[config.mk]
export PLATFORM = sky130hd
export DESIGN_NAME = instr_encoder
export DESIGN_NICKNAME = d
export VERILOG_FILES = /design/src/rtl/instr_encoder.sv
export SDC_FILE = /design/constraint.sdc
export NUM_CORES = 1
export LEC_CHECK = 0
export CELL_PAD_IN_SITES_DETAIL_PLACEMENT = 1
export CELL_PAD_IN_SITES_GLOBAL_PLACEMENT = 1
export CORE_UTILIZATION = 43
export DETAILED_ROUTE_END_ITERATION = 10
export PLACE_DENSITY = 0.87
export SYNTH_ARGS = -nofsm -noshare
export SYNTH_HDL_FRONTEND = slang
export SYNTH_SLANG_ARGS = --single-unit
[constraint.sdc]
create_clock -name clk -period 7.46 [get_ports clk]
set_clock_uncertainty 0.1 [all_clocks]
set_input_delay 1.492 -clock clk [delete_from_list [all_inputs] [get_ports clk]]
set_output_delay 1.492 -clock clk [all_outputs]
set_load 0.05 [all_outputs]
[src/rtl/instr_encoder.sv]
// Two-stage RV32I instruction-word assembler: packs decoded fields into a 32-bit word
// and flags immediates the selected format cannot represent.
module instr_encoder #(
  parameter int CNT_W = 16
) (
  input  logic             clk,
  input  logic             rst,
  input  logic             flush,
  input  logic             in_valid,
  output logic             in_ready,
  input  logic [2:0]       in_type,
  input  logic [6:0]       in_opcode,
  input  logic [4:0]       in_rd,
  input  logic [4:0]       in_rs1,
  input  logic [4:0]       in_rs2,
  input  logic [2:0]       in_funct3,
  input  logic [6:0]       in_funct7,
  input  logic [31:0]      in_imm,
  output logic             out_valid,
  input  logic             out_ready,
  output logic [31:0]      out_instr,
  output logic             out_err,
  output logic [CNT_W-1:0] enc_count,
  output logic [CNT_W-1:0] err_count
);

  localparam logic [2:0] FMT_R = 3'd0;
  localparam logic [2:0] FMT_I = 3'd1;
  localparam logic [2:0] FMT_S = 3'd2;
  localparam logic [2:0] FMT_B = 3'd3;
  localparam logic [2:0] FMT_U = 3'd4;
  localparam logic [2:0] FMT_J = 3'd5;

  // stage 1: raw fields
  logic        s1_valid;
  logic [2:0]  s1_type;
  logic [6:0]  s1_opcode;
  logic [4:0]  s1_rd;
  logic [4:0]  s1_rs1;
  logic [4:0]  s1_rs2;
  logic [2:0]  s1_funct3;
  logic [6:0]  s1_funct7;
  logic [31:0] s1_imm;

  // stage 2: encoded word
  logic        s2_valid;
  logic [31:0] s2_instr;
  logic        s2_err;

  logic        s2_load;
  logic        accept;
  logic        handshake;

  logic [31:0] enc_word;
  logic        enc_err;
  logic        fits_12;
  logic        fits_13;
  logic        fits_21;

  assign s2_load   = s1_valid && (!s2_valid || out_ready);
  assign in_ready  = !flush && (!s1_valid || s2_load);
  assign accept    = in_valid && in_ready;
  assign handshake = s2_valid && out_ready && !flush;

  assign out_valid = s2_valid;
  assign out_instr = s2_instr;
  assign out_err   = s2_err;

  // an immediate fits N signed bits when everything above bit N-2 matches the sign bit
  assign fits_12 = (&s1_imm[31:11]) || !(|s1_imm[31:11]);
  assign fits_13 = (&s1_imm[31:12]) || !(|s1_imm[31:12]);
  assign fits_21 = (&s1_imm[31:20]) || !(|s1_imm[31:20]);

  always_comb begin
    enc_word = 32'h0;
    enc_err  = 1'b0;
    case (s1_type)
      FMT_R: begin
        enc_word = {s1_funct7, s1_rs2, s1_rs1, s1_funct3, s1_rd, s1_opcode};
      end
      FMT_I: begin
        enc_word = {s1_imm[11:0], s1_rs1, s1_funct3, s1_rd, s1_opcode};
        enc_err  = !fits_12;
      end
      FMT_S: begin
        enc_word = {s1_imm[11:5], s1_rs2, s1_rs1, s1_funct3, s1_imm[4:0], s1_opcode};
        enc_err  = !fits_12;
      end
      FMT_B: begin
        enc_word = {s1_imm[12], s1_imm[10:5], s1_rs2, s1_rs1, s1_funct3,
                    s1_imm[4:1], s1_imm[11], s1_opcode};
        enc_err  = !fits_13 || s1_imm[0];
      end
      FMT_U: begin
        enc_word = {s1_imm[31:12], s1_rd, s1_opcode};
        enc_err  = |s1_imm[11:0];
      end
      FMT_J: begin
        enc_word = {s1_imm[20], s1_imm[10:1], s1_imm[11], s1_imm[19:12], s1_rd, s1_opcode};
        enc_err  = !fits_21 || s1_imm[0];
      end
      default: begin
        enc_word = 32'h0;
        enc_err  = 1'b1;
      end
    endcase
  end

  always_ff @(posedge clk or posedge rst) begin
    if (rst) begin
      s1_valid  <= 1'b0;
      s1_type   <= 3'd0;
      s1_opcode <= 7'd0;
      s1_rd     <= 5'd0;
      s1_rs1    <= 5'd0;
      s1_rs2    <= 5'd0;
      s1_funct3 <= 3'd0;
      s1_funct7 <= 7'd0;
      s1_imm    <= 32'h0;
    end else if (flush) begin
      s1_valid <= 1'b0;
    end else if (accept) begin
      s1_valid  <= 1'b1;
      s1_type   <= in_type;
      s1_opcode <= in_opcode;
      s1_rd     <= in_rd;
      s1_rs1    <= in_rs1;
      s1_rs2    <= in_rs2;
      s1_funct3 <= in_funct3;
      s1_funct7 <= in_funct7;
      s1_imm    <= in_imm;
    end else if (s2_load) begin
      s1_valid <= 1'b0;
    end
  end

  always_ff @(posedge clk or posedge rst) begin
    if (rst) begin
      s2_valid <= 1'b0;
      s2_instr <= 32'h0;
      s2_err   <= 1'b0;
    end else if (flush) begin
      s2_valid <= 1'b0;
    end else if (s2_load) begin
      s2_valid <= 1'b1;
      s2_instr <= enc_err ? 32'h0 : enc_word;
      s2_err   <= enc_err;
    end else if (out_ready) begin
      s2_valid <= 1'b0;
    end
  end

  always_ff @(posedge clk or posedge rst) begin
    if (rst) begin
      enc_count <= '0;
      err_count <= '0;
    end else if (handshake) begin
      enc_count <= enc_count + CNT_W'(1);
      if (s2_err) begin
        err_count <= err_count + CNT_W'(1);
      end
    end
  end

endmodule

==> reports/metrics.csv, run 1 <==
metric,value,unit
htree_num_levels,4,
vias,4532,
num-nets-final,716,
status,finished clean,
wl,15.9,mm
rsz0062_at_grt,no,
powerDensity,298,nW/um2
swShare,33.9,%
initial_utilization,44.8,%
finalPower,2.40,mW
fp.dieW,120,um
grt_pass1_wl,26.1,mm
drc,0,
synth_compound_area_share,9.80,%
clk_pin_slew,0.05,ns
pwr-share-seq,40.0,%
place_inst,799,
async_flop_share,100,%
p_comb_share,28.6,%
setup-tns-final,0,ns
clock_path_buffers,2,
clk_latency,0.42,ns
cap_violations,0,
required,5.87,ns
hold_buffers,0,
setup_viol,0,
synthTopCellsByCount,"dfrtp_1 (134), mux2_2 (72), nand2_1 (48), o31ai_1 (26), a21oi_1 (25)",
drtIter0Drc,247,
dp_slack,2.72,ns
wl_per_cell,19.2,um
synth_seq_cells,134,
diodes,0,
hold_path.class,flop to flop,
die_h,120,um
layout_setup_ws,2.71,ns
fin_crit,4.75,ns
synthXorXnorAreaFrac,4.36,%
yosys.area.top_type_share,55.6,%
cp-end-kind,primary output,
areaGrowthSynthToFinish,34.0,%
synth_simple_gate_area_share,11.9,%
crit_slowest_cell,clkdlybuf4s50_1,
ys.flop_type,dfrtp_1,
slowest_delay,0.84,ns
nFillCells,1386,
crit_chain,clkdlybuf4s50_1 > nor2b_4 > a21oi_1 > clkdlybuf4s50_1,
cts.sinks,134,
dieArea,14500,um2
synth-seq-area-share,55.6,%
grt_pass1_vias,4960,
synth_top_cell_by_area,dfrtp_1,
gp_congestion,0.815,
start_kind,input pin,
rows,42,
synthCells,508,
hold_viol_final,0,
cts-resized-gates,0,
syn_nets,582,
period_share,63.7,%
power_leakage,3.43,nW
cts-buffers-inserted,17,
synthDistinctLibCells,42,
final_cell_count_no_fill,829,
synth_top_family_by_area,multiplexers,
critPathMostFrequentCell,clkdlybuf4s50_1,
avgSynthCellArea,11.9,um2
synth_fa_ha_area_share,0.415,%
synth_mux_area_share,14.8,%
core,13500,um2
tightest_slew,1.08,ns
p_sw,816,uW
hpwl,11.5,mm
portBuffers,138,
syn-cell-area,6030,um2
crit_arrival,3.16,ns
dr.pass1.iters,4,
drive_gt1_share,17.3,%
cts_setup_buffers,0,
max_freq,210,MHz
drv_slew,0,
ys_warn_count,0,
cts_tree,yes,
antenna_found_initial,0,
path_class,input pin to primary output,
crit_fanout,4,
slew_headroom,28.2,%
p_int,1.59,mW
peakVddDrop,0.000134,V
root_buffer,clkbuf_16,
grt_max_degree,86,
fin_util,60.0,%
ant_nets,0,
yosys-top-cells-area,"dfrtp_1 (56%), mux2_2 (13%), o31ai_1 (3.2%)",
synth-edff-count,0,
synth_most_common_cell,dfrtp_1,
grt_util_all_layers,23.7,%
clkPwrFrac,31.4,%
viasPerCell,5.47,
ios,139,
grt_overflow_total,0,
-- cell type report --
type	count	area [um2]	area share [%]
flip-flops and latches	134	3350	41.5
multi-input cells	335	2500	31.0
repair buffers	145	1430	17.8
clock buffers	25	475	5.89
well taps	176	220	2.73
clock inverters	5	50.0	0.620
inverters	9	38.8	0.480
-- layout by cell type, fill, tap and decap left out, types with 2 or more instances in the layout --
| cell type | count |
|---|---|
| clkbuf_16 | 17 |
| nor2b_1 | 20 |
| o31ai_1 | 26 |
| nor2b_4 | 2 |
| ha_1 | 2 |
| a31oi_1 | 2 |
| mux2i_1 | 8 |
| nor3_1 | 4 |
| nand3_1 | 9 |
| xor2_1 | 11 |
| nor2_1 | 24 |
| nor4_1 | 9 |
| clkbuf_1 | 6 |
| clkinv_2 | 4 |
| xnor2_1 | 19 |
| and4_1 | 2 |
| inv_1 | 8 |
| a2bb2oi_1 | 7 |
| o31ai_2 | 2 |
| a21oi_1 | 25 |
| dfrtp_1 | 134 |
| clkdlybuf4s50_1 | 138 |
| clkbuf_8 | 2 |
| nand2_1 | 47 |
| a221oi_1 | 5 |
| and3_1 | 7 |
| mux2_2 | 72 |
| o41ai_1 | 3 |
| nand4_1 | 11 |
| buf_4 | 7 |
| o21ai_0 | 4 |
-- per-layer routing --
| layer | track usage (%) | wire (um) | vias up |
|---|---|---|---|
| li1 | - | - | 2081 |
| met1 | 28.5 | 6670 | 2284 |
| met2 | 41.3 | 8240 | 140 |
| met3 | 5.24 | 736 | 27 |
| met4 | 8.87 | 298 | 0 |
| met5 | 0 | 0 | - |
-- registers in the layout (all words and copies together) (netlist names) --
name and flops:
s1_opcode 7, s1_valid 1, out_instr 32, s1_funct7 7
s1_type 3, s1_funct3 3, out_valid 1, err_count 16
s1_rd 5, enc_count 16, s1_imm 32, s1_rs2 5
s1_rs1 5, out_err 1
-- through the flow --
stage | instance area [um2] | hold WS [ns]
floorplan | 6030 | 0.371
global placement | 7550 | 0.356
detailed placement | 7550 | 0.365
CTS | 8080 | 0.376
global route | 8080 | 0.400
finish | 8080 | 0.377
-- cells by family (layout without fill, tap and decap cells) --
group           count (synthesis)  count (layout)
mux                            80              80
compound gates                 82              82
simple gates                  141             141
flops                         134             134
fa+ha+maj                       2               2
buf+inv                        39             184
xor+xnor                       30              30
-- power groups by stage --
stage	clock (mW)	sequential, mW	combinational (mW)
after floorplan	0	1.15	0.249
after global placement	0	0.960	0.664
after detailed placement	0	0.972	0.687
after CTS	0.769	0.962	0.693
after global routing	0.803	0.977	0.730
final	0.755	0.962	0.687
-- final timing paths --
path	cells past startpoint	endpoint	startpoint	slack, ns
worst min-delay path	2	out_instr[22]$_DFFE_PP0P_	out_instr[22]$_DFFE_PP0P_	0.38
worst max register to register	6	out_instr[15]$_DFFE_PP0P_	s1_type[1]$_DFFE_PP0P_	4.52
worst min register to register	2	out_instr[22]$_DFFE_PP0P_	out_instr[22]$_DFFE_PP0P_	0.38
worst max-delay path	4	in_ready	out_ready	2.71
min in group asynchronous	2	enc_count[3]$_DFFE_PP0P_	rst	1.37
max in group asynchronous	3	out_instr[9]$_DFFE_PP0P_	rst	4.42
-- critical path, delay by kind of cell --
family,cells,cell delay [ns]
and+or+nand+nor,1,0.07
buffers and inverters,2,1.38
AOI/OAI and AO/OA,1,0.22
(Power assumes the default switching activity.)
==> run 2: changes to the inputs <==
Settings changed: CORE_UTILIZATION 43 to 40, PLACE_DENSITY 0.87 to 0.82.
Clock period 7.46 ns to 4.85 ns, I/O delays scaled along.
==> run 2 against run 1 <==
  * The run now ends with design-rule violations left
  * Register-to-register slack worse by 2.2 ns
  * Critical path depth unchanged
  * Routed wire length decreased by 2.5%
  * Sequential share of layout area shrank 0.36 points
  * Critical path type unchanged
  * Highest routed layer unchanged
==> reports/metrics.csv, run 2 (synthesis results as in run 1) <==
metric,value,unit,change
antenna_found_initial,0,,unchanged
grt_pass1_wl,25.6,mm,-1.8%
ios,139,,unchanged
dr.pass1.iters,8,,+4
p_sw,1.27,mW,+55%
setup-tns-final,0,ns,unchanged
fp.dieW,125,um,+3.6%
portBuffers,138,,unchanged
peakVddDrop,0.000248,V,+85%
p_comb_share,28.0,%,-0.6 points
cts-resized-gates,0,,unchanged
power_leakage,3.45,nW,+0.67%
diodes,0,,unchanged
crit_arrival,2.66,ns,-0.50 ns
pwr-share-seq,39.1,%,-0.9 points
initial_utilization,41.2,%,-3.6 points
root_buffer,clkbuf_16,,
crit_chain,clkdlybuf4s50_1 > nor2b_4 > a21oi_1 > clkdlybuf4s50_1,,
max_freq,268,MHz,
drc,20,,+20
layout_commonest_cell,clkdlybuf4s50_1,,
wl_per_cell,18.5,um,-3.9%
slew_headroom,33.7,%,+5.5 points
critical_path.top_delay_family,buffers and inverters,,
hold_path.class,flop to flop,,
cap_violations,0,,unchanged
start_kind,input pin,,
setup_viol,0,,unchanged
powerDensity,463,nW/um2,+56%
final_area,8150,um2,+0.87%
drtIter0Drc,226,,-8.5%
htree_num_levels,4,,unchanged
cts-buffers-inserted,17,,unchanged
clk_latency,0.41,ns,about the same
hold_buffers,0,,unchanged
drive_gt1_share,18.0,%,+0.66 points
grt_max_degree,105,,+22%
regToRegSetupSlack,2.28,ns,-2.24 ns
cts.sinks,134,,unchanged
p_int,2.51,mW,+58%
gp_congestion,0.802,,-1.5%
final_cell_mix,"clkdlybuf4s50_1 (138), dfrtp_1 (134), mux2_2 (72)",,
slowest_delay,0.85,ns,about the same
finalPower,3.77,mW,+57%
tightest_slew,0.991,ns,-0.0854 ns
areaGrowthSynthToFinish,35.2,%,
core,14600,um2,+8.9%
rows,44,,+4.8%
viasPerCell,5.37,,-1.7%
drv_slew,0,,unchanged
grt_util_all_layers,21.3,%,-2.4 points
num-nets-final,718,,+0.28%
grt_pass1_vias,4822,,-2.8%
required,3.78,ns,-2.09 ns
crit_slowest_cell,clkdlybuf4s50_1,,
crit_fanout,4,,unchanged
dieArea,15600,um2,+7.4%
post_dp_cell_area,7580,um2,+0.33%
cts_tree,yes,,
cp-end-kind,primary output,,
critPathMostFrequentCell,clkdlybuf4s50_1,,
violations,design-rule violations,,
rsz0062_at_grt,no,,
vias,4520,,-0.26%
clkPwrFrac,32.9,%,+1.5 points
hpwl,11.2,mm,-2.6%
path_class,input pin to primary output,,
ant_nets,0,,unchanged
clock_path_buffers,2,,unchanged
swShare,33.6,%,-0.32 points
clk_pin_slew,0.05,ns,about the same
hold_viol_final,0,,unchanged
wl,15.5,mm,-2.5%
grt_overflow_total,0,,unchanged
fin_crit,3.73,ns,
period_share,77.0,%,
critPathBufInv,2,,unchanged
cts_setup_buffers,0,,unchanged
status,finished with violations,,
die_h,125,um,+3.6%
-- run 2: final timing paths --
kind | start | end | cells past startpoint
max | out_ready | in_ready | 4
min | out_instr[22]$_DFFE_PP0P_ | out_instr[22]$_DFFE_PP0P_ | 2
max reg2reg | s1_type[1]$_DFFE_PP0P_ | out_instr[10]$_DFFE_PP0P_ | 6
min reg2reg | out_instr[22]$_DFFE_PP0P_ | out_instr[22]$_DFFE_PP0P_ | 2
max in group asynchronous | rst | s1_imm[22]$_DFFE_PP0P_ | 3
min in group asynchronous | rst | err_count[3]$_DFFE_PP0P_ | 2
-- run 2: stage by stage --
stage,instances,hold slack [ns],setup slack (ns),utilization (%)
CTS,841,0.372,1.11,55.6
global placement,809,0.360,1.17,51.7
detailed placement,809,0.361,1.12,51.7
floorplan,508,0.371,0.197,-
finish,841,0.370,1.12,55.6
global route,841,0.392,1.08,55.6
-- run 2: area by class of cell --
type / count / area (um2)
Fill cell: 1523 / 6500
Sequential cell: 134 / 3350
Multi-Input combinational cell: 335 / 2500
Timing Repair Buffer: 147 / 1450
Clock buffer: 24 / 472
Tap cell: 184 / 230
Clock inverter: 8 / 98.8
Inverter: 9 / 38.8
-- run 2: power by group through the flow --
| stage | Combinational (mW) | Clock, mW | Sequential, mW |
|---|---|---|---|
| final | 1.06 | 1.24 | 1.47 |
| after global routing | 1.12 | 1.32 | 1.50 |
| after CTS | 1.07 | 1.27 | 1.47 |
| after detailed placement | 1.06 | 0 | 1.49 |
| after global placement | 1.03 | 0 | 1.48 |
| after floorplan | 0.383 | 0 | 1.76 |
-- run 2: worst min-delay path, stage by stage, from the launching register on --
cell     delay, ns
dfrtp_1       0.33
nand2_1       0.05
o41ai_1       0.05
-- run 2: layer usage --
layer	vias to the layer above	GRT usage, %	share of wire [%]
li1	2079	-	-
met1	2286	26.5	42
met2	134	36.4	52
met3	21	4.90	4.7
met4	0	6.90	1.6
met5	-	0	0
==> run 3: changes to the inputs <==
Settings changed: CORE_UTILIZATION 40 to 36, PLACE_DENSITY 0.82 to 0.78.
Clock period 4.85 ns to 3.2 ns, I/O delays scaled along.
==> run 3 against run 2 <==
  * Register-to-register slack got worse by 1.6 ns
  * Clock-buffer cell count down 4
  * Clock power rose by 69%
  * Critical path depth is the same
  * Design area is 1.7% higher
  * Global-route usage down 1.7 points
  * Non-clock buffer count did not move
  * The flow now finishes without violations
  * Combinational power up 53%
  * Die area is 11% higher
  * Critical endpoint unchanged
  * First-iteration DRC count is 22% lower
  * Setup slack got worse by 0.44 ns
==> reports/metrics.csv, run 3 (synthesis results as in run 1) <==
metric,value,unit,change
core,16100,um2,+10%
cts_setup_buffers,0,,unchanged
crit_chain,clkdlybuf4s50_1 > nor2b_4 > a21oi_1 > buf_4,,
drive_gt1_share,18.7,%,+0.76 points
wl,16.1,mm,+3.4%
ios,139,,unchanged
required,2.46,ns,-1.32 ns
hpwl,11.3,mm,+1.2%
cap_violations,0,,unchanged
slew_headroom,50.5,%,+17 points
path_class,input pin to primary output,,
crit_fanout,4,,unchanged
regToRegSetupSlack,0.69,ns,-1.59 ns
diodes,0,,unchanged
die_h,131,um,+5.3%
critical_path.top_delay_family,buffers and inverters,,
vias,4467,,-1.2%
grt_util_all_layers,19.6,%,-1.7 points
final_area,8280,um2,+1.7%
swShare,33.4,%,-0.24 points
areaGrowthSynthToFinish,37.4,%,
grt_overflow_total,0,,unchanged
portBuffers,138,,unchanged
period_share,78.8,%,
finalPower,5.95,mW,+58%
max_freq,396,MHz,
layout_commonest_cell,clkdlybuf4s50_1,,
cp-end-kind,primary output,,
grt_pass1_vias,4807,,-0.31%
clock_path_buffers,2,,unchanged
start_kind,input pin,,
layout_setup_ws,0.677,ns,-0.440 ns
pwr-share-seq,37.6,%,-1.5 points
cts_tree,yes,,
rsz0062_at_grt,no,,
clkPwrFrac,35.1,%,+2.2 points
clk_latency,0.42,ns,about the same
viasPerCell,5.12,,-4.8%
place_inst,841,,+4.0%
crit_slowest_cell,clkdlybuf4s50_1,,
holdWs,0.373,ns,+0.00221 ns
hold_buffers,0,,unchanged
p_int,3.96,mW,+58%
hold_viol_final,0,,unchanged
drc,0,,-100%
drv_slew,0,,unchanged
dr.pass1.iters,4,,-4
fin_crit,2.52,ns,
root_buffer,clkbuf_16,,
fin_util,51.4,%,-4.2 points
num-nets-final,718,,unchanged
gp_congestion,0.771,,-3.9%
powerDensity,718,nW/um2,+55%
grt_pass1_wl,26.2,mm,+2.4%
final_cell_count_no_fill,873,,+3.8%
p_comb_share,27.2,%,-0.8 points
setup_viol,0,,unchanged
htree_num_levels,4,,unchanged
cts.sinks,134,,unchanged
dieArea,17300,um2,+11%
antenna_found_initial,0,,unchanged
ant_nets,0,,unchanged
peakVddDrop,0.000408,V,+65%
fp.dieW,131,um,+5.3%
hold_path.class,flop to flop,,
crit_arrival,1.78,ns,-0.88 ns
cts-resized-gates,0,,unchanged
p_sw,1.98,mW,+56%
tightest_slew,0.742,ns,-0.249 ns
status,finished clean,,
dp_slack,0.425,ns,-0.696 ns
wl_per_cell,18.4,um,-0.37%
cts-buffers-inserted,17,,unchanged
post_dp_cell_area,7650,um2,+0.97%
drtIter0Drc,176,,-22%
initial_utilization,37.4,%,-3.8 points
grt_max_degree,135,,+29%
rows,46,,+4.5%
power_leakage,3.49,nW,+1.2%
final_cell_mix,"clkdlybuf4s50_1 (137), dfrtp_1 (134), mux2_2 (72)",,
critPathBufInv,2,,unchanged
nFillCells,1671,,+9.7%
slowest_delay,0.54,ns,-0.31 ns
setup-tns-final,0,ns,unchanged
clk_pin_slew,0.06,ns,about the same
run 3: cell count changes in the layout (fill, tap and decap cells not counted):
cell             previous run  this run
buf_4                       9         7
bufinv_16                   2         4
buf_12                      0         3
clkbuf_1                    5         1
clkdlybuf4s50_1           138       137
clkinvlp_4                  2         4
run 3: final timing paths:
check	startpoint	to	cells past startpoint
setup reg to reg	s1_type[1]$_DFFE_PP0P_	out_err$_DFFE_PP0P_	5
hold / removal	err_count[15]$_DFFE_PP0P_	err_count[15]$_DFFE_PP0P_	1
hold reg to reg	err_count[15]$_DFFE_PP0P_	err_count[15]$_DFFE_PP0P_	1
min in group asynchronous	rst	err_count[8]$_DFFE_PP0P_	3
max in group asynchronous	rst	s1_imm[6]$_DFFE_PP0P_	3
setup / recovery	out_ready	in_ready	4
run 3: layer usage:
metal	global-route usage [%]	share of wire, %	vias up
li1	-	-	2091
met1	24.3	44	2248
met2	33.6	51	111
met3	4.82	3.7	17
met4	5.62	1.6	0
met5	0	0	-
run 3: cell type report:
cell class / count / area, um2 / share of cell area [%]
Clock buffer: 20 / 457 / 5.51
Clock inverter: 12 / 175 / 2.12
Inverter: 9 / 37.5 / 0.453
Multi-Input combinational cell: 335 / 2500 / 30.2
Sequential cell: 134 / 3350 / 40.5
Tap cell: 216 / 270 / 3.26
Timing Repair Buffer: 147 / 1480 / 17.9
run 3: power by group through the flow:
stage          logic (mW)  clock network, mW  registers, mW
5_1_grt              1.72               2.19           2.28
2_1_floorplan       0.581                  0           2.67
3_5_place_dp         1.62                  0           2.26
3_3_place_gp         1.57                  0           2.25
4_1_cts              1.63               2.13           2.24
6_report             1.62               2.09           2.24
